===== config.mk =====
export PLATFORM = sky130hd
export DESIGN_NAME = fmap_pingpong_ctrl
export DESIGN_NICKNAME = d
export VERILOG_FILES = /design/src/rtl/fmap_pingpong_ctrl.sv
export SDC_FILE = /design/constraint.sdc
export NUM_CORES = 1
export LEC_CHECK = 0
export ABC_AREA = 1
export CAP_MARGIN = 20
export CORE_UTILIZATION = 45
export DETAILED_ROUTE_END_ITERATION = 8
export PLACE_DENSITY = 0.77
export SKIP_CTS_REPAIR_TIMING = 1
export SYNTH_ARGS = -nofsm -noshare
export SYNTH_HDL_FRONTEND = slang
export SYNTH_SLANG_ARGS = --single-unit

===== constraint.sdc =====
create_clock -name clk -period 1.89 [get_ports clk]
set_input_delay 0.4725 -clock clk [delete_from_list [all_inputs] [get_ports clk]]
set_output_delay 0.4725 -clock clk [all_outputs]
set_load 0.05 [all_outputs]

===== src/rtl/fmap_pingpong_ctrl.sv =====
// Ping-pong feature-map buffer controller.
// The producer fills one bank while the consumer drains the other. The banks
// swap when the write bank is full and the read bank is empty.
// Handshake contract: an element moves on a side only in a cycle where both
// valid and ready are high. valid is never withdrawn while ready is low. Data
// is held stable while the element is stalled.
module fmap_pingpong_ctrl #(
  parameter int DATA_WIDTH = 8,
  parameter int WRITE_H    = 64,
  parameter int WRITE_W    = 64,
  parameter int WRITE_C    = 16,
  parameter int READ_H     = 64,
  parameter int READ_W     = 64,
  parameter int READ_C     = 16
) (
  input  logic                  clk,
  input  logic                  rst,
  input  logic                  in_valid,
  input  logic [DATA_WIDTH-1:0] in_data,
  output logic                  in_ready,
  output logic                  write_en,
  output logic [DATA_WIDTH-1:0] data_in,
  output logic [3:0]            write_ch,
  output logic [5:0]            write_h,
  output logic [5:0]            write_w,
  output logic                  read_en,
  output logic [3:0]            read_ch,
  output logic [5:0]            read_h,
  output logic [5:0]            read_w,
  input  logic [DATA_WIDTH-1:0] buf_data,
  output logic                  out_valid,
  output logic [DATA_WIDTH-1:0] out_data,
  output logic                  out_last,
  input  logic                  out_ready,
  output logic                  mode_sel,
  output logic                  swap_pulse,
  output logic                  dbg_wr_full,
  output logic                  dbg_rd_full
);

  localparam logic [3:0] WC_MAX = 4'(WRITE_C - 1);
  localparam logic [5:0] WH_MAX = 6'(WRITE_H - 1);
  localparam logic [5:0] WW_MAX = 6'(WRITE_W - 1);
  localparam logic [3:0] RC_MAX = 4'(READ_C - 1);
  localparam logic [5:0] RH_MAX = 6'(READ_H - 1);
  localparam logic [5:0] RW_MAX = 6'(READ_W - 1);

  logic [3:0] r_wr_ch;
  logic [5:0] r_wr_h;
  logic [5:0] r_wr_w;
  logic [3:0] r_rd_ch;
  logic [5:0] r_rd_h;
  logic [5:0] r_rd_w;
  logic       r_wr_full;
  logic       r_rd_full;
  logic       r_mode;
  logic       r_swap_pulse;
  logic       r_out_valid;
  logic       r_out_last;

  logic w_write_en;
  logic w_read_en;
  logic w_wr_last;
  logic w_rd_last;
  logic w_swap;

  // Handshake strobes. Both are gated by rst so the buffer is never touched during reset.
  assign in_ready   = !r_wr_full && !rst;
  assign w_write_en = in_valid && in_ready;
  assign w_read_en  = r_rd_full && (!r_out_valid || out_ready) && !rst;
  assign w_wr_last  = (r_wr_ch == WC_MAX) && (r_wr_h == WH_MAX) && (r_wr_w == WW_MAX);
  assign w_rd_last  = (r_rd_ch == RC_MAX) && (r_rd_h == RH_MAX) && (r_rd_w == RW_MAX);
  assign w_swap     = r_wr_full && !r_rd_full;

  assign write_en    = w_write_en;
  assign data_in     = in_data;
  assign write_ch    = r_wr_ch;
  assign write_h     = r_wr_h;
  assign write_w     = r_wr_w;
  assign read_en     = w_read_en;
  assign read_ch     = r_rd_ch;
  assign read_h      = r_rd_h;
  assign read_w      = r_rd_w;
  assign out_valid   = r_out_valid;
  assign out_data    = buf_data;
  assign out_last    = r_out_last;
  assign mode_sel    = r_mode;
  assign swap_pulse  = r_swap_pulse;
  assign dbg_wr_full = r_wr_full;
  assign dbg_rd_full = r_rd_full;

  // Write-side scan counters: w innermost, then h, then ch.
  always_ff @(posedge clk or posedge rst) begin
    if (rst) begin
      r_wr_ch <= '0;
      r_wr_h  <= '0;
      r_wr_w  <= '0;
    end else if (w_write_en) begin
      if (w_wr_last) begin
        r_wr_ch <= '0;
        r_wr_h  <= '0;
        r_wr_w  <= '0;
      end else if (r_wr_w == WW_MAX) begin
        r_wr_w <= '0;
        if (r_wr_h == WH_MAX) begin
          r_wr_h  <= '0;
          r_wr_ch <= r_wr_ch + 4'd1;
        end else begin
          r_wr_h <= r_wr_h + 6'd1;
        end
      end else begin
        r_wr_w <= r_wr_w + 6'd1;
      end
    end
  end

  // Read-side scan counters, same order as the write side.
  always_ff @(posedge clk or posedge rst) begin
    if (rst) begin
      r_rd_ch <= '0;
      r_rd_h  <= '0;
      r_rd_w  <= '0;
    end else if (w_read_en) begin
      if (w_rd_last) begin
        r_rd_ch <= '0;
        r_rd_h  <= '0;
        r_rd_w  <= '0;
      end else if (r_rd_w == RW_MAX) begin
        r_rd_w <= '0;
        if (r_rd_h == RH_MAX) begin
          r_rd_h  <= '0;
          r_rd_ch <= r_rd_ch + 4'd1;
        end else begin
          r_rd_h <= r_rd_h + 6'd1;
        end
      end else begin
        r_rd_w <= r_rd_w + 6'd1;
      end
    end
  end

  // Bank occupancy and swap. Swap only needs wr_full, while a write needs
  // !wr_full, so setting and clearing the same flag on one edge cannot
  // collide. The rd_full flag follows the same rule.
  always_ff @(posedge clk or posedge rst) begin
    if (rst) begin
      r_wr_full    <= 1'b0;
      r_rd_full    <= 1'b0;
      r_mode       <= 1'b0;
      r_swap_pulse <= 1'b0;
    end else begin
      r_swap_pulse <= w_swap;
      if (w_swap) begin
        r_mode    <= ~r_mode;
        r_wr_full <= 1'b0;
        r_rd_full <= 1'b1;
      end else begin
        if (w_write_en && w_wr_last) r_wr_full <= 1'b1;
        if (w_read_en && w_rd_last)  r_rd_full <= 1'b0;
      end
    end
  end

  // Output stage: valid and last follow the buffer's one-cycle read latency.
  always_ff @(posedge clk or posedge rst) begin
    if (rst) begin
      r_out_valid <= 1'b0;
      r_out_last  <= 1'b0;
    end else if (w_read_en) begin
      r_out_valid <= 1'b1;
      r_out_last  <= w_rd_last;
    end else if (r_out_valid && out_ready) begin
      r_out_valid <= 1'b0;
      r_out_last  <= 1'b0;
    end
  end

endmodule


==> metrics.md <==
| Metric | Value |
|---|---|
| Total of max-cap violations | 0 |
| Critical Path Fanout Max | 3 |
| Vias per std cell | 4.90 |
| Worst EP required | 1.42 ns |
| Gate power share | 0.243 |
| Synth cell count leaders | nand2_1 (86), dfrtp_1 (38), inv_1 (29) |
| Starting Density | 0.479 |
| Site Rows | 24 |
| All-Layer GR Usage | 0.191 |
| Area share of and/or/nand/nor cells after synthesis | 0.319 |
| Clock Root Buffer | clkbuf_8 |
| Final Hold Vio Count | 0 |
| Chip height | 71.0 um |
| P&R area growth vs syn | 23.6% |
| CTS sink count | 38 |
| TritonCTS clock tree | yes |
| Most common cell in the netlist | nand2_1 |
| Worst setup SP type | input port |
| Post-Syn Area | 0.00214 mm2 |
| Share of layout cells above drive strength 1 | 0.241 |
| Hold Crit Class | in2async |
| Htree depth | 2 |
| PD cells | 768 mW/mm2 |
| Post-Route Utilization | 0.592 |
| CTS Buf Count | 5 |
| Setup crit end kind | output port |
| P_sw | 0.000710 W |
| Worst-Margin Slew | 0.319 ns |
| Leading area contributor after synthesis | dfrtp_1 |
| Tmin final | 1.83 ns |
| First-pass GRT wire length | 7.51 mm |
| Failing checks | DRC |
| Total gr overflow | 0 |
| Final period utilization | 0.966 |
| Count of final setup violators | 0 |
| Synth Area in XOR/XNOR | 0.0490 |
| Number of synthesized flops with an enable pin | 0 |
| Diode count | 0 |
| Status | finished, violations left |
| # placed instances | 364 |
| Sequential power share | 0.476 |
| Slew margin rel. | 0.787 |
| Port bufs | 44 |
| P_leak | 1.39 nW |
| Ys async rst share | 1.00 |
| Switch share | 0.349 |
| Pins Over Slew Limit | 0 |
| Total power | 0.00204 W |
| Clk pin slew, worst setup/hold paths | 0.07 ns |
| Yosys warns | 0 |
| Internal | 0.00133 W |
| Fin nets | 345 |
| # DRC | 7 |
| Count of different cell masters after synthesis | 21 |
| Share of the synthesized area in the top cell type | 0.444 |
| Initial antenna violation count | 0 |
| Core Box Area | 0.00447 mm2 |
| Crit path kind | in2out |
| Largest family of logic cells by synthesized area | simple AND/OR/NAND/NOR gates |
| Adder-cell share of the synthesized area | 0.0350 |
| Clock Latency Late Sink | 0.29 ns |
| Boundary Pins | 77 |
| CP startpoint | out_ready |
| Longest Clk Path Bufs | 2 |
| Mapped Cells | 272 |
| Largest net degree at the start of global routing | 25 |
| Compound-cell area share of the yosys netlist | 0.0391 |
| Global placement routability congestion | 0.781 |
| Number of detailed-route iterations in the first pass | 6 |
| Reg-to-Reg Start | write_w[0] |
| Die width | 71.0 um |
| DIE AREA | 0.00504 mm2 |
| Ys flop type | dfrtp_1 |
| F_max | 548 MHz |
| Crit path DAT | 1.35 ns |
| Syn nets | 298 |
| Drt total wl | 4.24 mm |
| Clock network fraction of total power | 0.281 |
| Avg Cell Area, Syn | 7.88 um2 |
| Synth top area cells | dfrtp_1 (44%), nand2_1 (15%), nand3_1 (5.6%), buf_4 (5.6%), inv_1 (5.1%) |
| Detail Placement HPWL | 3.22 mm |
| Peak supply drop | 0.448 mV |
| RSZ-0062 raised after global routing | false |
| WL per Instance | 11.4 um |
| Post-synthesis mux area share | 0 |
| Non-Filler Instances | 372 |
| Synth Register Bits | 38 |
| Total number of vias | 1822 |
| Iter 0 DRT Violations | 104 |
| Number of global-route vias before repair | 1751 |
| Post-route ant nets | 0 |
| Setup Skew | 0.00761 ns |
| Seq/Total Area, Yosys | 0.444 |
| Final Hold Slack | 0.351 ns |
sequential cells by signal (all words and copies together) (netlist names):
name / count
mode_sel: 1
read_ch: 4
write_h: 6
read_w: 6
swap_pulse: 1
write_w: 6
write_ch: 4
read_h: 6
out_last: 1
dbg_rd_full: 1
out_valid: 1
dbg_wr_full: 1
layout by cell type, fill, tap and decap left out, drive strengths merged, types with 2 or more instances in the layout:
cell and instances:
inv 32, nand4 7, nand3 27, ha 6
xnor2 6, dfrtp 38, clkdlybuf4s50 2, xor2 6
o21ai 14, clkbuf 7, nor2 27, clkinv 2
nand2 90, buf 53
kinds of logic after synthesis:
logic type | count (synthesis)
XOR/XNOR | 12
AND/OR/NAND/NOR | 151
flip-flops | 38
AO/OA/AOI/OAI | 16
adder cells (fa/ha/maj) | 6
buffers and inverters | 49
final cells by class:
type / instances / area, um2
inverter: 33 / 128
clock inverter: 1 / 5.00
fill: 404 / 1820
multi-input combinational: 185 / 947
sequential: 38 / 951
tap: 52 / 65.1
clock buffer: 7 / 86.3
timing repair buffer: 56 / 468
critical path, cell delays in order:
cell	delay, ns
clkdlybuf4s50_1	0.50
nor2_1	0.08
nor2_4	0.14
buf_12	0.15
per-stage QoR:
step	instance area (um2)	setup slack, ns	TNS, ns
2_1_floorplan	2150	0.0162	0
3_3_place_gp	2560	-0.0477	-0.0706
3_5_place_dp	2560	-0.0642	-0.203
4_1_cts	2650	-0.0662	-0.0692
5_1_grt	2650	0.0256	0
6_report	2650	0.0636	0
routing by layer:
metal,global-route usage,vias up,routed length [um]
li1,-,931,-
met1,0.233,832,2000
met2,0.325,51,1930
met3,0.0484,8,230
met4,0.0778,0,79
met5,0,-,0
final timing paths:
path	slack [ns]	to	cells past startpoint
min in group clk	0.47	mode_sel	1
max reg2reg	0.36	write_ch[0]	8
max	0.06	read_en	4
min	0.35	read_w[5]	3
max in group asynchronous	1.30	read_ch[0]	3
min reg2reg	0.47	mode_sel	1
power groups by stage:
stage          Sequential (W)  Combinational, W  Clock (W)
2_1_floorplan         0.00118          0.000216          0
3_3_place_gp         0.000981          0.000493          0
3_5_place_dp         0.000984          0.000499          0
4_1_cts              0.000969          0.000499   0.000591
5_1_grt              0.000987          0.000533   0.000623
6_report             0.000969          0.000495   0.000572
Power figures use the tool's default switching activity.
